File: src/rtl/tri_scan_if.sv
// Point/result channel between the triangle scanner and the point-test block.
interface tri_scan_if #(
   parameter int CW = 9
);
   logic [CW-1:0] px;
   logic [CW-1:0] py;
   logic          p_valid;
   logic          p_ready;
   logic          r_valid;
   logic          r_in;

   modport master (
      output px, py, p_valid,
      input  p_ready, r_valid, r_in
   );

   modport slave (
      input  px, py, p_valid,
      output p_ready, r_valid, r_in
   );
endinterface

File: src/rtl/tri_scan.sv
// Bounding-box raster scanner for the point-in-triangle test: issues one point at a
// time, collects the inside result, and counts issued and inside points.
module tri_scan #(
   parameter int CW = 9,
   parameter int NW = 19
) (
   input  logic          clk,
   input  logic          rst_n,
   input  logic          start,
   input  logic [CW-1:0] ax,
   input  logic [CW-1:0] bx,
   input  logic [CW-1:0] cx,
   input  logic [CW-1:0] ay,
   input  logic [CW-1:0] by,
   input  logic [CW-1:0] cy,
   tri_scan_if.master    pif,
   output logic          busy,
   output logic          done,
   output logic [NW-1:0] inside_cnt,
   output logic [NW-1:0] point_cnt
);

   typedef enum logic [2:0] {
      S_IDLE,
      S_BBOX,
      S_ISSUE,
      S_WAIT,
      S_STEP,
      S_DONE
   } state_t;

   state_t state_q, state_d;

   logic [CW-1:0] ax_q, bx_q, cx_q, ay_q, by_q, cy_q;
   logic [CW-1:0] xmin_q, xmax_q, ymax_q;
   logic [CW-1:0] px_q, py_q;

   function automatic logic [CW-1:0] min3(input logic [CW-1:0] a, b, c);
      logic [CW-1:0] m;
      m = (a < b) ? a : b;
      return (c < m) ? c : m;
   endfunction

   function automatic logic [CW-1:0] max3(input logic [CW-1:0] a, b, c);
      logic [CW-1:0] m;
      m = (a > b) ? a : b;
      return (c > m) ? c : m;
   endfunction

   always_ff @(posedge clk) begin
      if (!rst_n) state_q <= S_IDLE;
      else        state_q <= state_d;
   end

   always_comb begin
      state_d     = state_q;
      busy        = 1'b1;
      done        = 1'b0;
      pif.p_valid = 1'b0;
      case (state_q)
         S_IDLE: begin
            busy = 1'b0;
            if (start) state_d = S_BBOX;
         end
         S_BBOX:  state_d = S_ISSUE;
         S_ISSUE: begin
            pif.p_valid = 1'b1;
            if (pif.p_ready) state_d = S_WAIT;
         end
         S_WAIT: begin
            if (pif.r_valid) state_d = S_STEP;
         end
         S_STEP: begin
            // Termination is decided on the current point, so px/py never wrap at the top edge
            if ((px_q < xmax_q) || (py_q < ymax_q)) state_d = S_ISSUE;
            else                                    state_d = S_DONE;
         end
         S_DONE: begin
            done    = 1'b1;
            state_d = S_IDLE;
         end
         default: state_d = S_IDLE;
      endcase
   end

   always_ff @(posedge clk) begin
      if (!rst_n) begin
         ax_q       <= '0;
         bx_q       <= '0;
         cx_q       <= '0;
         ay_q       <= '0;
         by_q       <= '0;
         cy_q       <= '0;
         xmin_q     <= '0;
         xmax_q     <= '0;
         ymax_q     <= '0;
         px_q       <= '0;
         py_q       <= '0;
         inside_cnt <= '0;
         point_cnt  <= '0;
      end else begin
         case (state_q)
            S_IDLE: begin
               if (start) begin
                  ax_q <= ax;
                  bx_q <= bx;
                  cx_q <= cx;
                  ay_q <= ay;
                  by_q <= by;
                  cy_q <= cy;
               end
            end
            S_BBOX: begin
               xmin_q     <= min3(ax_q, bx_q, cx_q);
               xmax_q     <= max3(ax_q, bx_q, cx_q);
               ymax_q     <= max3(ay_q, by_q, cy_q);
               px_q       <= min3(ax_q, bx_q, cx_q);
               py_q       <= min3(ay_q, by_q, cy_q);
               inside_cnt <= '0;
               point_cnt  <= '0;
            end
            S_ISSUE: begin
               if (pif.p_ready) point_cnt <= point_cnt + 1'b1;
            end
            S_WAIT: begin
               if (pif.r_valid) inside_cnt <= inside_cnt + {{(NW-1){1'b0}}, pif.r_in};
            end
            S_STEP: begin
               if (px_q < xmax_q) begin
                  px_q <= px_q + 1'b1;
               end else if (py_q < ymax_q) begin
                  px_q <= xmin_q;
                  py_q <= py_q + 1'b1;
               end
            end
            default: ;
         endcase
      end
   end

   assign pif.px = px_q;
   assign pif.py = py_q;

endmodule
File: src/flat_wrapper.sv
// flat-port wrapper written by rule: the top's interface ports become plain ports
module tri_scan_flat 
#(
   parameter int CW = 9,
   parameter int NW = 19
)
  (clk, rst_n, start, ax, bx, cx, ay, by, cy, busy, done, inside_cnt, point_cnt, pif_px, pif_py, pif_p_valid, pif_p_ready, pif_r_valid, pif_r_in);
  tri_scan_if #(.CW(CW)) pif_i ();
  input  logic clk;
  input  logic rst_n;
  input  logic start;
  input  logic [CW-1:0] ax;
  input  logic [CW-1:0] bx;
  input  logic [CW-1:0] cx;
  input  logic [CW-1:0] ay;
  input  logic [CW-1:0] by;
  input  logic [CW-1:0] cy;
  output logic busy;
  output logic done;
  output logic [NW-1:0] inside_cnt;
  output logic [NW-1:0] point_cnt;
  output wire logic [$bits(pif_i.px)-1:0] pif_px;
  output wire logic [$bits(pif_i.py)-1:0] pif_py;
  output wire logic [$bits(pif_i.p_valid)-1:0] pif_p_valid;
  input wire logic [$bits(pif_i.p_ready)-1:0] pif_p_ready;
  input wire logic [$bits(pif_i.r_valid)-1:0] pif_r_valid;
  input wire logic [$bits(pif_i.r_in)-1:0] pif_r_in;
  assign pif_px = pif_i.px;
  assign pif_py = pif_i.py;
  assign pif_p_valid = pif_i.p_valid;
  assign pif_i.p_ready = pif_p_ready;
  assign pif_i.r_valid = pif_r_valid;
  assign pif_i.r_in = pif_r_in;
  tri_scan #(.CW(CW), .NW(NW)) u_core (.clk(clk), .rst_n(rst_n), .start(start), .ax(ax), .bx(bx), .cx(cx), .ay(ay), .by(by), .cy(cy), .pif(pif_i), .busy(busy), .done(done), .inside_cnt(inside_cnt), .point_cnt(point_cnt));
endmodule
File: config.mk
export PLATFORM = sky130hd
export DESIGN_NAME = tri_scan_flat
export DESIGN_NICKNAME = d
export VERILOG_FILES = /design/src/rtl/tri_scan_if.sv /design/src/rtl/tri_scan.sv /design/src/flat_wrapper.sv
export SDC_FILE = /design/constraint.sdc
export NUM_CORES = 1
export LEC_CHECK = 0
export BUFFER_PORTS_ARGS = -buffer_cell sky130_fd_sc_hd__buf_2
export CORE_ASPECT_RATIO = 1.1
export CORE_MARGIN = 3
export CORE_UTILIZATION = 45
export CTS_BUF_LIST = sky130_fd_sc_hd__clkbuf_16
export DETAILED_ROUTE_END_ITERATION = 6
export GPL_TIMING_DRIVEN = 0
export PLACE_DENSITY = 0.66
export SYNTH_ARGS = -nofsm -noshare
export SYNTH_HDL_FRONTEND = slang
export SYNTH_SLANG_ARGS = --single-unit
File: constraint.sdc
create_clock -name clk -period 3.9 [get_ports clk]
set_clock_uncertainty 0.2 [all_clocks]
set_input_delay 0.39 -clock clk [delete_from_list [all_inputs] [get_ports clk]]
set_output_delay 0.39 -clock clk [all_outputs]
set_load 0.005 [all_outputs]
# After elaboration in Yosys (flattened, before gate mapping)
# Index checks and enable logic that the tools add are counted.
# op_classes
n_eq_ne	11
n_lt_le_gt_ge	10
addsub	4
reduce_logical	11
mux	26
# op_table
operator	n
$mux 9	12
$pmux 19 s2	2
$lt 9x9->1	6
$mux 19	2
$gt 9x9->1	4
$pmux 9 s2	2
$add 19x1->19	1
$add 19x1->19 const B	1
$add 9x1->9 const B	2
$pmux 3 s5	1
$mux 3	4
$ne 2x2->1 const B	4
$reduce_and 2->1	4
$eq 3x2->1 const B	2
$eq 3x3->1 const B	2
$reduce_and 3->1	2
$reduce_bool 2->1	3
$eq 3x1->1 const B	1
$logic_not 3->1	1
$mux 1	3
$ne 3x1->1 const B	1
$ne 2x1->1 const B	1
$logic_or 1x1->1	1
# totals
ff_bits	140
inputBits	60

# Depth between registers and ports, before layout
# Gate-level depths: netlist (run 1).
# logic_depth
ltp_word	5
ltp_mapped	18
depth_no_buf	16

# Least setup slack after synthesis (run 1)
# Ideal clock, no wire load.
# synth_path
path_type	reg-to-reg
start	reg u_core.by_q[3]
end	reg u_core.ymax_q[8]
required_time_ps	3562
stages_incl_launch_ff	18
path_slack_ps	25
period_less_slack_ps	3875
n_path_buf	2
t_arrival_ps	3538
path_cell_list	dfxtp_1 inv_1 ha_1 a21oi_1 a211oi_1 a211oi_2 buf_2 a21o_1 buf_2 mux2_1 ha_1 nor2b_1 o21a_1 o21a_1 o21ai_1 a21oi_1 o21a_1 o221ai_1
# synth_via
elab_chain_len	4
# synth_rtl
element	line	source
from (decl)	tri_scan.sv:34	logic [CW-1:0] ax_q, bx_q, cx_q, ay_q, by_q, cy_q;
from (signal assigned)	tri_scan.sv:109	by_q <= by;
$gt 9x9->1	tri_scan.sv:46	m = (a > b) ? a : b;
$mux 9 (*)	tri_scan.sv:46	
$gt 9x9->1	tri_scan.sv:47	return (c > m) ? c : m;
$mux 9 (*)	tri_scan.sv:47	
to (signal assigned)	tri_scan.sv:116	ymax_q <= max3(ay_q, by_q, cy_q);
to (decl)	tri_scan.sv:35	logic [CW-1:0] xmin_q, xmax_q, ymax_q;
# Mark *: on every way between the ends. The rest lies on a longest branch, timed or not.
# A chain may end at the register's enable or synchronous reset.

# Final worst setup path (run 1)
# layout_path
start	reg u_core.bx_q[7]
end	reg u_core.px_q[1] (netlist: u_core.pif.px[1])
# layout_via
elab_chain_len	5
# layout_rtl
element	line	source
from (decl)	tri_scan.sv:34	
from (signal assigned)	tri_scan.sv:89	bx_q <= '0;
from (signal assigned)	tri_scan.sv:106	bx_q <= bx;
$lt 9x9->1	tri_scan.sv:40	m = (a < b) ? a : b;
$mux 9 (*)	tri_scan.sv:40	
$lt 9x9->1	tri_scan.sv:41	return (c < m) ? c : m;
$mux 9 (*)	tri_scan.sv:41	
$pmux 9 s2 (*)	tri_scan.sv:102	case (state_q)
to (signal assigned)	tri_scan.sv:117	px_q <= min3(ax_q, bx_q, cx_q);
to (signal assigned)	tri_scan.sv:130	px_q <= px_q + 1'b1;
to (signal assigned)	tri_scan.sv:132	px_q <= xmin_q;
to (decl)	tri_scan.sv:36	logic [CW-1:0] px_q, py_q;
# Marked as above.

==> flow_metrics.py, run 1 <==
metrics = {
    "synthesis": {
        "syn_nets": 1187,
        "yosysUniqueCellTypes": 63,
        "synth_flop_cell": "dfxtp_1",
        "ys_seq_area_share_pct": 33.0,
        "yosysMostFrequentCell": "nand2_1",
        "synth-edff-count": 0,
        "syn_inst": 1054,
        "ys_ff_latch": 140,
        "synthTopCellsByCount": "nand2_1 (158), dfxtp_1 (140), a21oi_1 (105)",
        "avgSynthCellArea_um2": 8.05,
        "yosys_warnings": 0,
        "synthAdderAreaFrac_pct": 10.8,
        "synth_xor_area_share_pct": 3.92,
        "async_flop_share_pct": 0,
        "synth_compound_area_share_pct": 23.0,
        "synth-simple-area-share_pct": 19.9,
        "synth_top_area_cell": "dfxtp_1",
        "syn_area_um2": 8480,
        "post_synth_mux_area_share_pct": 4.14,
        "synthTopCellsByArea": "dfxtp_1 (33%), ha_1 (11%), nand2_1 (7.0%), a21oi_1 (6.2%), o211ai_1 (3.4%)",
        "synth.top_cell.area_share_pct": 33.0,
        "synth_top_family_by_area": "compound AO/OA/AOI/OAI gates",
    },
    "cells_and_area": {
        "multi_input_area_um2": 5780,
        "drive_gt1_share_pct": 23.7,
        "fin_nets": 1390,
        "register_area_um2": 2860,
        "utilization_pct": 60.4,
        "antenna_cells": 0,
        "syn2layout_area_growth_pct": 31.6,
        "fill_cells": 1629,
    },
    "sta": {
        "final.min_clock_period_ns": 3.88,
        "rsz0062_at_grt": "true",
        "tightest_slew_ns": 0.827,
        "hold_viol_final": 0,
        "period_share_pct": 99.4,
        "slew-limit-headroom_pct": 44.5,
        "holdWs_ns": 0.0130,
        "max_freq_mhz": 258,
        "slew_violations": 0,
        "setup_viol": 0,
    },
    "global_route": {
        "grt_pass1_vias": 7822,
        "met2_usage_pct": 40.0,
        "grt_overflow": 0,
        "grt.busiest_layer": "met2",
        "antenna_found_initial": 0,
        "met3_usage_pct": 4.61,
        "grt_max_degree": 17,
        "grt_usage_pct": 24.0,
        "use_met1_pct": 30.2,
        "grt_pass1_wl_um": 39300,
    },
    "critical_path": {
        "crit_type": "reg2reg",
        "critPathMaxStageDelay_ns": 0.41,
        "critPathTopFamily": "compound AO/OA/AOI/OAI gates",
        "critPathMaxFanout": 8,
        "crit_slowest_cell": "mux2_1",
        "worstPathCellList": "inv_1 -> ha_1 -> nand4_1 -> buf_4 -> a31oi_4 -> nor2_2 -> o21ai_1 -> inv_1 -> ha_1 -> nand4_1 -> nor2_1 -> o21a_1 -> a21o_1 -> mux2_1 -> a32o_1",
        "critPathRequiredTime_ns": 4.02,
        "crit_path_end_kind": "register",
        "start_kind": "register",
        "worstPathArrival_ns": 3.99,
        "critPathBufInv": 3,
    },
    "detailed_routing": {
        "avgRoutedWirePerCell_um": 17.1,
        "ant_nets": 0,
        "dr.first_iter.drc_count": 419,
        "dr.pass1.iters": 5,
        "finalWirelength_um": 25900,
        "routed_via_density": 5.65,
        "vias": 8538,
        "route.detailed.drc": 0,
    },
    "placement": {
        "place_hpwl_um": 18400,
        "place_congestion": 0.904,
        "port_buffers": 117,
    },
    "run": {
        "maxCapViolations": 0,
    },
    "power": {
        "vdd_ir_drop_max_mv": 0.386,
        "power_density_nw_per_um2": 471,
        "power.total_mw": 5.26,
        "p_leak_nw": 4.54,
    },
    "floorplanning": {
        "rows": 52,
        "dieArea_um2": 20500,
        "die_h_um": 150,
        "ios": 119,
        "initial_core_util_pct": 45.9,
        "die_x_um": 137,
        "coreArea_um2": 18500,
    },
    "clocking": {
        "numCtsBuffers": 17,
        "cts_buffer_depth": 2,
        "htree_levels": 4,
        "path_clk_slew_ns": 0.06,
        "clock-sinks": 140,
        "clk_latency_ns": 0.43,
        "cts_tree": "built",
        "cts_root_buf": "clkbuf_16",
    },
    "min_path": {
        "hp-class": "in2reg",
    },
    "outcome": {
        "status": "finished clean",
    },
}
[metal layers]
metal | wire (um) | vias to the layer above
li1 | - | 4237
met1 | 11200 | 3980
met2 | 12700 | 266
met3 | 1330 | 55
met4 | 717 | 0
met5 | 0 | -
[layout make-up]
class	count	share of cell area [%]
plain buffers	58	2.34
clock buffers	17	3.81
well taps	243	2.72
multi-input cells	804	51.8
flip-flops and latches	140	25.7
inverters	54	1.84
repair buffers	182	10.5
clock inverters	14	1.31
[per-stage QoR]
stage | area (um2) | setup TNS [ns] | setup WS [ns] | cells
finish | 11200 | 0 | 0.0233 | 1512
global route | 11200 | -0.710 | -0.0901 | 1512
floorplan | 8480 | 0 | 0.0246 | 1054
CTS | 10600 | 0 | 0.000361 | 1485
global placement | 9370 | -16.11 | -0.521 | 1414
detailed placement | 9370 | -16.11 | -0.569 | 1414
[tightest hold or removal path, delay by kind of cell]
family | cells | cell delay (ns)
AO/OA/AOI/OAI | 1 | 0.05
buffers and inverters | 1 | 0.10
AND/OR/NAND/NOR | 1 | 0.05
[report_power, final]
part           internal [mW]  switching, mW
Combinational          0.896           1.12
Sequential              1.52          0.123
Clock                  0.938          0.663
[layout by cell type, fill, tap and decap left out, drive strengths merged, types with 4 or more instances in the layout]
master / instances
a211o: 8
a211oi: 13
a21o: 15
a21oi: 106
a22oi: 4
a31oi: 12
and2: 5
and3: 26
and4: 7
buf: 166
clkbuf: 63
clkinvlp: 5
dfxtp: 140
dlygate4sd3: 28
ha: 73
inv: 58
mux2: 6
mux2i: 28
nand2: 158
nand2b: 7
nand3: 47
nand4: 20
nor2: 54
nor2b: 8
nor3: 11
o211ai: 38
o21a: 16
o21ai: 39
o2bb2ai: 8
o311ai: 15
or3: 4
xnor2: 8
xor2: 30
[worst paths after layout]
path                                    to                          start  slack, ns  cells after the start
max          u_core.pif.px[1]$_SDFFE_PN0P_    u_core.bx_q[7]$_SDFFE_PN0P_       0.02                     15
min            u_core.cx_q[8]$_SDFFE_PN0P_                          cx[8]       0.01                      3
max reg2reg  u_core.pif.px[1]$_SDFFE_PN0P_    u_core.bx_q[7]$_SDFFE_PN0P_       0.02                     15
min reg2reg  u_core.xmin_q[3]$_SDFFE_PN0P_  u_core.xmin_q[3]$_SDFFE_PN0P_       0.26                      2
[repair_timing]
action                     in CTS  in global routing
hold endpoints to repair       28                  0
pin swaps                       5                 35
setup endpoints to repair      45                 42
hold buffers                   28                  0
cloned                          0                  5
buffers inserted               13                 23
resized for setup              57                 81
[state kept, by name, summed over array words and instances, names as in the netlist]
| signal | flops |
|---|---|
| u_core.pif.px | 9 |
| u_core.cy_q | 9 |
| u_core.ax_q | 9 |
| u_core.inside_cnt | 19 |
| u_core.pif.py | 9 |
| u_core.xmax_q | 9 |
| u_core.point_cnt | 19 |
| u_core.cx_q | 9 |
| u_core.ymax_q | 9 |
| u_core.bx_q | 9 |
| u_core.ay_q | 9 |
| u_core.xmin_q | 9 |
| u_core.state_q | 3 |
| u_core.by_q | 9 |
[kinds of logic (layout without fill, tap and decap cells)]
family	count (synthesis)	in the layout
buffers and inverters	114	325
AOI/OAI and AO/OA	295	298
muxes	34	34
DFF	140	140
adders and majority gates	73	73
and+or+nand+nor	360	361
xor gates and xnor gates	38	38
Note: power is estimated with default switching activity, not from simulation.
==> inputs of run 2 (changes only) <==
- CORE_MARGIN: 3 -> default
==> run 2 against run 1 <==
Net effect:
- the flow now finishes with violations (negative setup slack)
- global-route usage grew 1.6 points
- sequential cell count is the same
- sequential power is essentially flat
- largest cell class unchanged
- worst hold slack lost 0.0027 ns
==> flow_metrics.py, run 2 (synthesis results as in run 1) <==
metrics = {
    "outcome": {
        "status": "finished with violations",
        "violations": "negative setup slack",
    },
    "global_route": {
        "grt_overflow": 0,
        "grt_pass1_vias": 7879,
        "antenna_found_initial": 0,
        "grt_max_degree": 17,
        "grt_usage_pct": 25.6,
        "grt_pass1_wl_um": 39500,
    },
    "cells_and_area": {
        "drive_gt1_share_pct": 22.4,
        "final_cell_mix": "nand2_1 (158), buf_2 (121), dfxtp_1 (119), a21oi_1 (95), ha_1 (61)",
        "syn2layout_area_growth_pct": 32.4,
        "instances_no_fill": 1513,
        "final_common_cell": "nand2_1",
        "antenna_cells": 0,
        "fin_nets": 1390,
        "fill_cells": 1569,
        "reg_top3": "u_core.inside_cnt (19), u_core.point_cnt (19)",
    },
    "floorplanning": {
        "dieArea_um2": 19400,
        "die_x_um": 133,
        "initial_core_util_pct": 46.1,
        "rows": 52,
        "ios": 119,
        "die_h_um": 146,
        "coreArea_um2": 18400,
    },
    "critical_path": {
        "worstPathCellList": "inv_1 -> ha_4 -> nand3_2 -> o21bai_4 -> a31o_1 -> buf_8 -> a21oi_4 -> mux2i_2 -> ha_1 -> nor2b_1 -> o21ai_1 -> a21oi_1 -> o31a_1 -> o21a_4 -> o21a_4 -> o311ai_1",
        "critPathMaxStageDelay_ns": 0.38,
        "start_kind": "register",
        "critical-path-top-cell-by-count": "o21a_4",
        "crit_slowest_cell": "dfxtp_4",
        "reg2reg_from": "u_core.bx_q[4]$_SDFFE_PN0P_",
        "worstPathArrival_ns": 4.08,
        "critPathMaxFanout": 10,
        "crit_type": "reg2reg",
        "startpoint": "u_core.bx_q[4]$_SDFFE_PN0P_",
        "crit_path_end_kind": "register",
        "critPathRequiredTime_ns": 4.04,
    },
    "detailed_routing": {
        "avgRoutedWirePerCell_um": 16.8,
        "dr.pass1.iters": 5,
        "route.detailed.drc": 0,
        "ant_nets": 0,
        "finalWirelength_um": 25400,
        "routed_via_density": 5.64,
        "vias": 8528,
        "dr.first_iter.drc_count": 511,
    },
    "clocking": {
        "clock-sinks": 140,
        "htree_levels": 4,
        "numCtsBuffers": 17,
        "cts_root_buf": "clkbuf_16",
        "path_clk_slew_ns": 0.06,
        "cts_tree": "built",
        "cts_buffer_depth": 2,
        "clk_latency_ns": 0.43,
    },
    "sta": {
        "holdWs_ns": 0.0103,
        "max_freq_mhz": 254,
        "setup_viol": 8,
        "slew-limit-headroom_pct": 44.3,
        "layout_setup_ws_ns": -0.0377,
        "slew_violations": 0,
        "hold_viol_final": 0,
        "final.min_clock_period_ns": 3.94,
        "rsz0062_at_grt": "true",
        "tightest_slew_ns": 0.830,
        "period_share_pct": 101,
        "setup-tns-final_ns": -0.203,
    },
    "placement": {
        "place_congestion": 0.900,
        "place_hpwl_um": 18100,
        "dp.cells": 1414,
        "port_buffers": 117,
        "pre_cts_slack_ns": -0.607,
    },
    "power": {
        "power.total_mw": 5.52,
        "vdd_ir_drop_max_mv": 0.359,
        "power_density_nw_per_um2": 491,
        "p_leak_nw": 4.57,
    },
    "min_path": {
        "hp-start": "ay[4]",
        "hp-class": "in2reg",
    },
    "run": {
        "maxCapViolations": 0,
    },
}
[run 2: timing repair]
item,4_1_cts,5_1_grt
buffers inserted,12,18
resized for setup,60,71
gates cloned,0,4
hold buffers,36,0
pin swaps,10,21
endpoints found under the hold margin,36,0
endpoints found under the setup margin,45,39
[run 2: path summary, 6_finish.rpt]
path                                         to  slack (ns)  cells after the start
setup / recovery  u_core.xmax_q[3]$_SDFFE_PN0P_       -0.04                     16
setup reg to reg  u_core.xmax_q[3]$_SDFFE_PN0P_       -0.04                     16
hold / removal      u_core.ay_q[4]$_SDFFE_PN0P_        0.01                      3
hold reg to reg   u_core.xmin_q[1]$_SDFFE_PN0P_        0.26                      2
[run 2: stage by stage]
| stage | utilization, % | area, um2 |
|---|---|---|
| after global routing | 61.0 | 11200 |
| after detailed placement | 50.9 | 9370 |
| final | 61.0 | 11200 |
| after CTS | 58.1 | 10700 |
| after floorplan | - | 8480 |
| after global placement | 50.9 | 9370 |
[run 2: layout make-up]
| cell class | count | area, um2 | area share [%] |
|---|---|---|---|
| sequential | 140 | 2860 | 25.4 |
| buffer | 57 | 260 | 2.32 |
| clock inverter | 15 | 246 | 2.19 |
| multi-input combinational | 804 | 5760 | 51.3 |
| tap | 243 | 304 | 2.71 |
| timing repair buffer | 183 | 1180 | 10.5 |
| clock buffer | 17 | 425 | 3.79 |
| inverter | 54 | 203 | 1.80 |
[run 2: metal layers]
layer | track usage (%) | up-vias | part of all wire [%]
li1 | - | 4233 | -
met1 | 31.9 | 3930 | 44
met2 | 44.0 | 301 | 48
met3 | 4.21 | 64 | 5.5
met4 | 9.60 | 0 | 2.6
met5 | 0 | - | 0
[run 2: report_power, final]
group	switching [mW]	total [mW]	internal, mW
registers	0.124	1.64	1.52
logic	1.12	2.00	0.886
clock network	0.674	1.87	1.20
[run 2: worst max-delay path: cells and delay by family, from the launching register on]
family / cells / cell delay [ns]
AOI/OAI and AO/OA: 9 / 1.93
muxes: 1 / 0.30
adders and majority gates: 2 / 0.56
and+or+nand+nor: 2 / 0.23
buffers and inverters: 2 / 0.24
DFF: 1 / 0.38
==> inputs of run 3 (changes only) <==
- REMOVE_ABC_BUFFERS: default -> 1
==> run 3 against run 2 <==
Net effect:
- the flow now finishes without violations
- sequential share of layout area grew 0.61 points
- total power shrank 5.2%
- sequential cell count is the same
- final area shrank 3.8%
- register-to-register slack gained 0.096 ns
- via count shrank 4.7%
- die area is the same
==> flow_metrics.py, run 3 (synthesis results as in run 1) <==
metrics = {
    "clocking": {
        "cts_tree": "built",
        "cts_root_buf": "clkbuf_16",
        "numCtsBuffers": 17,
        "clk_latency_ns": 0.43,
        "path_clk_slew_ns": 0.06,
        "cts_buffer_depth": 2,
        "htree_levels": 4,
        "clock-sinks": 140,
    },
    "sta": {
        "final.min_clock_period_ns": 3.84,
        "slew-limit-headroom_pct": 15.4,
        "max_freq_mhz": 260,
        "layout_setup_ws_ns": 0.0588,
        "setup_viol": 0,
        "setup-tns-final_ns": 0,
        "rsz0062_at_grt": "true",
        "slew_violations": 0,
        "period_share_pct": 98.5,
        "hold_viol_final": 0,
        "tightest_slew_ns": 1.27,
    },
    "power": {
        "p_seq_share_pct": 31.3,
        "swShare_pct": 35.0,
        "power_density_nw_per_um2": 484,
        "vdd_ir_drop_max_mv": 0.353,
        "p_switching_mw": 1.83,
        "intPower_mw": 3.40,
        "p_comb_share_pct": 36.4,
        "clkPwrFrac_pct": 32.3,
        "p_leak_nw": 4.43,
    },
    "floorplanning": {
        "rows": 52,
        "initial_core_util_pct": 46.1,
        "dieArea_um2": 19400,
        "die_h_um": 146,
        "ios": 119,
        "coreArea_um2": 18400,
        "die_x_um": 133,
    },
    "critical_path": {
        "r2r_cells": 14,
        "critPathRequiredTime_ns": 4.02,
        "worstPathArrival_ns": 3.96,
        "r2r_end": "u_core.pif.px[1]$_SDFFE_PN0P_",
        "critPathMaxFanout": 15,
        "start_kind": "register",
        "r2r_slack_ns": 0.06,
        "crit_path_end_kind": "register",
        "reg2reg_from": "u_core.bx_q[1]$_SDFFE_PN0P_",
        "critPathBufInv": 1,
        "critPathTopFamily": "compound AO/OA/AOI/OAI gates",
        "worstPathCellList": "inv_1 -> ha_1 -> nor2b_2 -> o21bai_4 -> a31oi_4 -> nor2_4 -> a21oi_1 -> ha_1 -> nand4_1 -> nor2_2 -> o21a_2 -> a21o_4 -> mux2_1 -> a32o_1",
        "crit_type": "reg2reg",
        "critical-path-top-cell-by-count": "ha_1",
        "crit_slowest_cell": "mux2_1",
        "critPathMaxStageDelay_ns": 0.40,
    },
    "run": {
        "maxCapViolations": 0,
    },
    "cells_and_area": {
        "final_common_cell": "nand2_1",
        "fin_nets": 1333,
        "reg_top3": "u_core.inside_cnt (19), u_core.point_cnt (19)",
        "syn2layout_area_growth_pct": 27.4,
        "final_cell_mix": "nand2_1 (157), dfxtp_1 (130), buf_2 (118), a21oi_1 (96), ha_1 (71)",
        "utilization_pct": 58.7,
        "drive_gt1_share_pct": 20.7,
        "antenna_cells": 0,
    },
    "min_path": {
        "hp-class": "in2reg",
        "hold-path-cell-count": 3,
        "hp-start": "by[6]",
        "whs_endpoint": "u_core.by_q[6]$_SDFFE_PN0P_",
    },
    "detailed_routing": {
        "finalWirelength_um": 22900,
        "ant_nets": 0,
        "dr.first_iter.drc_count": 457,
        "vias": 8129,
        "avgRoutedWirePerCell_um": 15.7,
        "dr.pass1.iters": 5,
        "route.detailed.drc": 0,
        "routed_via_density": 5.58,
    },
    "outcome": {
        "status": "finished clean",
    },
    "global_route": {
        "grt_pass1_vias": 7442,
        "grt_max_degree": 54,
        "grt_usage_pct": 22.6,
        "antenna_found_initial": 0,
        "grt_overflow": 0,
        "grt_pass1_wl_um": 36100,
    },
    "placement": {
        "place_hpwl_um": 15200,
        "port_buffers": 118,
        "pre_cts_slack_ns": -0.957,
        "place_congestion": 0.886,
    },
}
-- run 3: per-stage QoR --
| stage | power (mW) | std cells | cell area (um2) | hold WS [ns] |
|---|---|---|---|---|
| detailed placement | 3.10 | 1360 | 9250 | 0.249 |
| floorplan | 2.67 | 994 | 8240 | 0.234 |
| finish | 5.23 | 1456 | 10800 | 0.00146 |
| CTS | 4.99 | 1441 | 10500 | 0.0000120 |
| global placement | 3.06 | 1355 | 9140 | 0.246 |
| global route | 5.49 | 1456 | 10800 | 0.000210 |
-- run 3: cell type report --
cell class,count,area (um2)
clock inverter,15,181
multi-input combinational,802,5620
timing repair buffer,185,1260
inverter,54,203
sequential,140,2820
tap,243,304
fill,1675,7600
clock buffer,17,425
-- run 3: worst max path at each step --
stage / depth (start not counted) / end / slack [ns] / from
after floorplan: 15 / u_core.ymax_q[8]$_SDFFE_PN0P_ / -0.27 / u_core.by_q[3]$_SDFFE_PN0P_
after global placement: 15 / u_core.ymax_q[8]$_SDFFE_PN0P_ / -0.91 / u_core.by_q[3]$_SDFFE_PN0P_
after detailed placement: 15 / u_core.ymax_q[8]$_SDFFE_PN0P_ / -0.96 / u_core.by_q[3]$_SDFFE_PN0P_
after CTS: 15 / u_core.xmax_q[8]$_SDFFE_PN0P_ / 0.004 / u_core.bx_q[4]$_SDFFE_PN0P_
after global routing: 15 / u_core.pif.py[5]$_SDFFE_PN0P_ / -0.13 / u_core.by_q[3]$_SDFFE_PN0P_
final: 14 / u_core.pif.px[1]$_SDFFE_PN0P_ / 0.06 / u_core.bx_q[1]$_SDFFE_PN0P_
-- run 3: worst register-to-register path: cells and delay by family, from the launching register on --
kind / cells / cell delay, ns
multiplexers: 1 / 0.40
adder cells (fa/ha/maj): 2 / 0.66
AO/OA/AOI/OAI: 6 / 1.25
buffers and inverters: 1 / 0.06
flip-flops: 1 / 0.35
AND/OR/NAND/NOR: 4 / 0.82
-- run 3: metal layers --
metal	vias to the layer above	GRT usage, %	routed length (um)
met5	-	0	0
met4	0	8.39	394
met3	28	3.41	852
met2	189	36.6	10800
met1	3808	30.4	10800
li1	4104	-	-
-- run 3: timing repair --
item	4_1_cts	5_1_grt
hold buffers	36	0
setup endpoints to repair	45	37
cloned	0	2
buffers inserted	13	13
resized for setup	35	49
pin swaps	4	11
endpoints found under the hold margin	36	0
-- run 3: power by group through the flow --
stage / clock network, mW / logic, mW / registers [mW]
floorplan: 0 / 1.05 / 1.63
global placement: 0 / 1.41 / 1.65
detailed placement: 0 / 1.44 / 1.66
CTS: 1.71 / 1.65 / 1.63
global route: 1.76 / 2.07 / 1.65
finish: 1.69 / 1.91 / 1.64
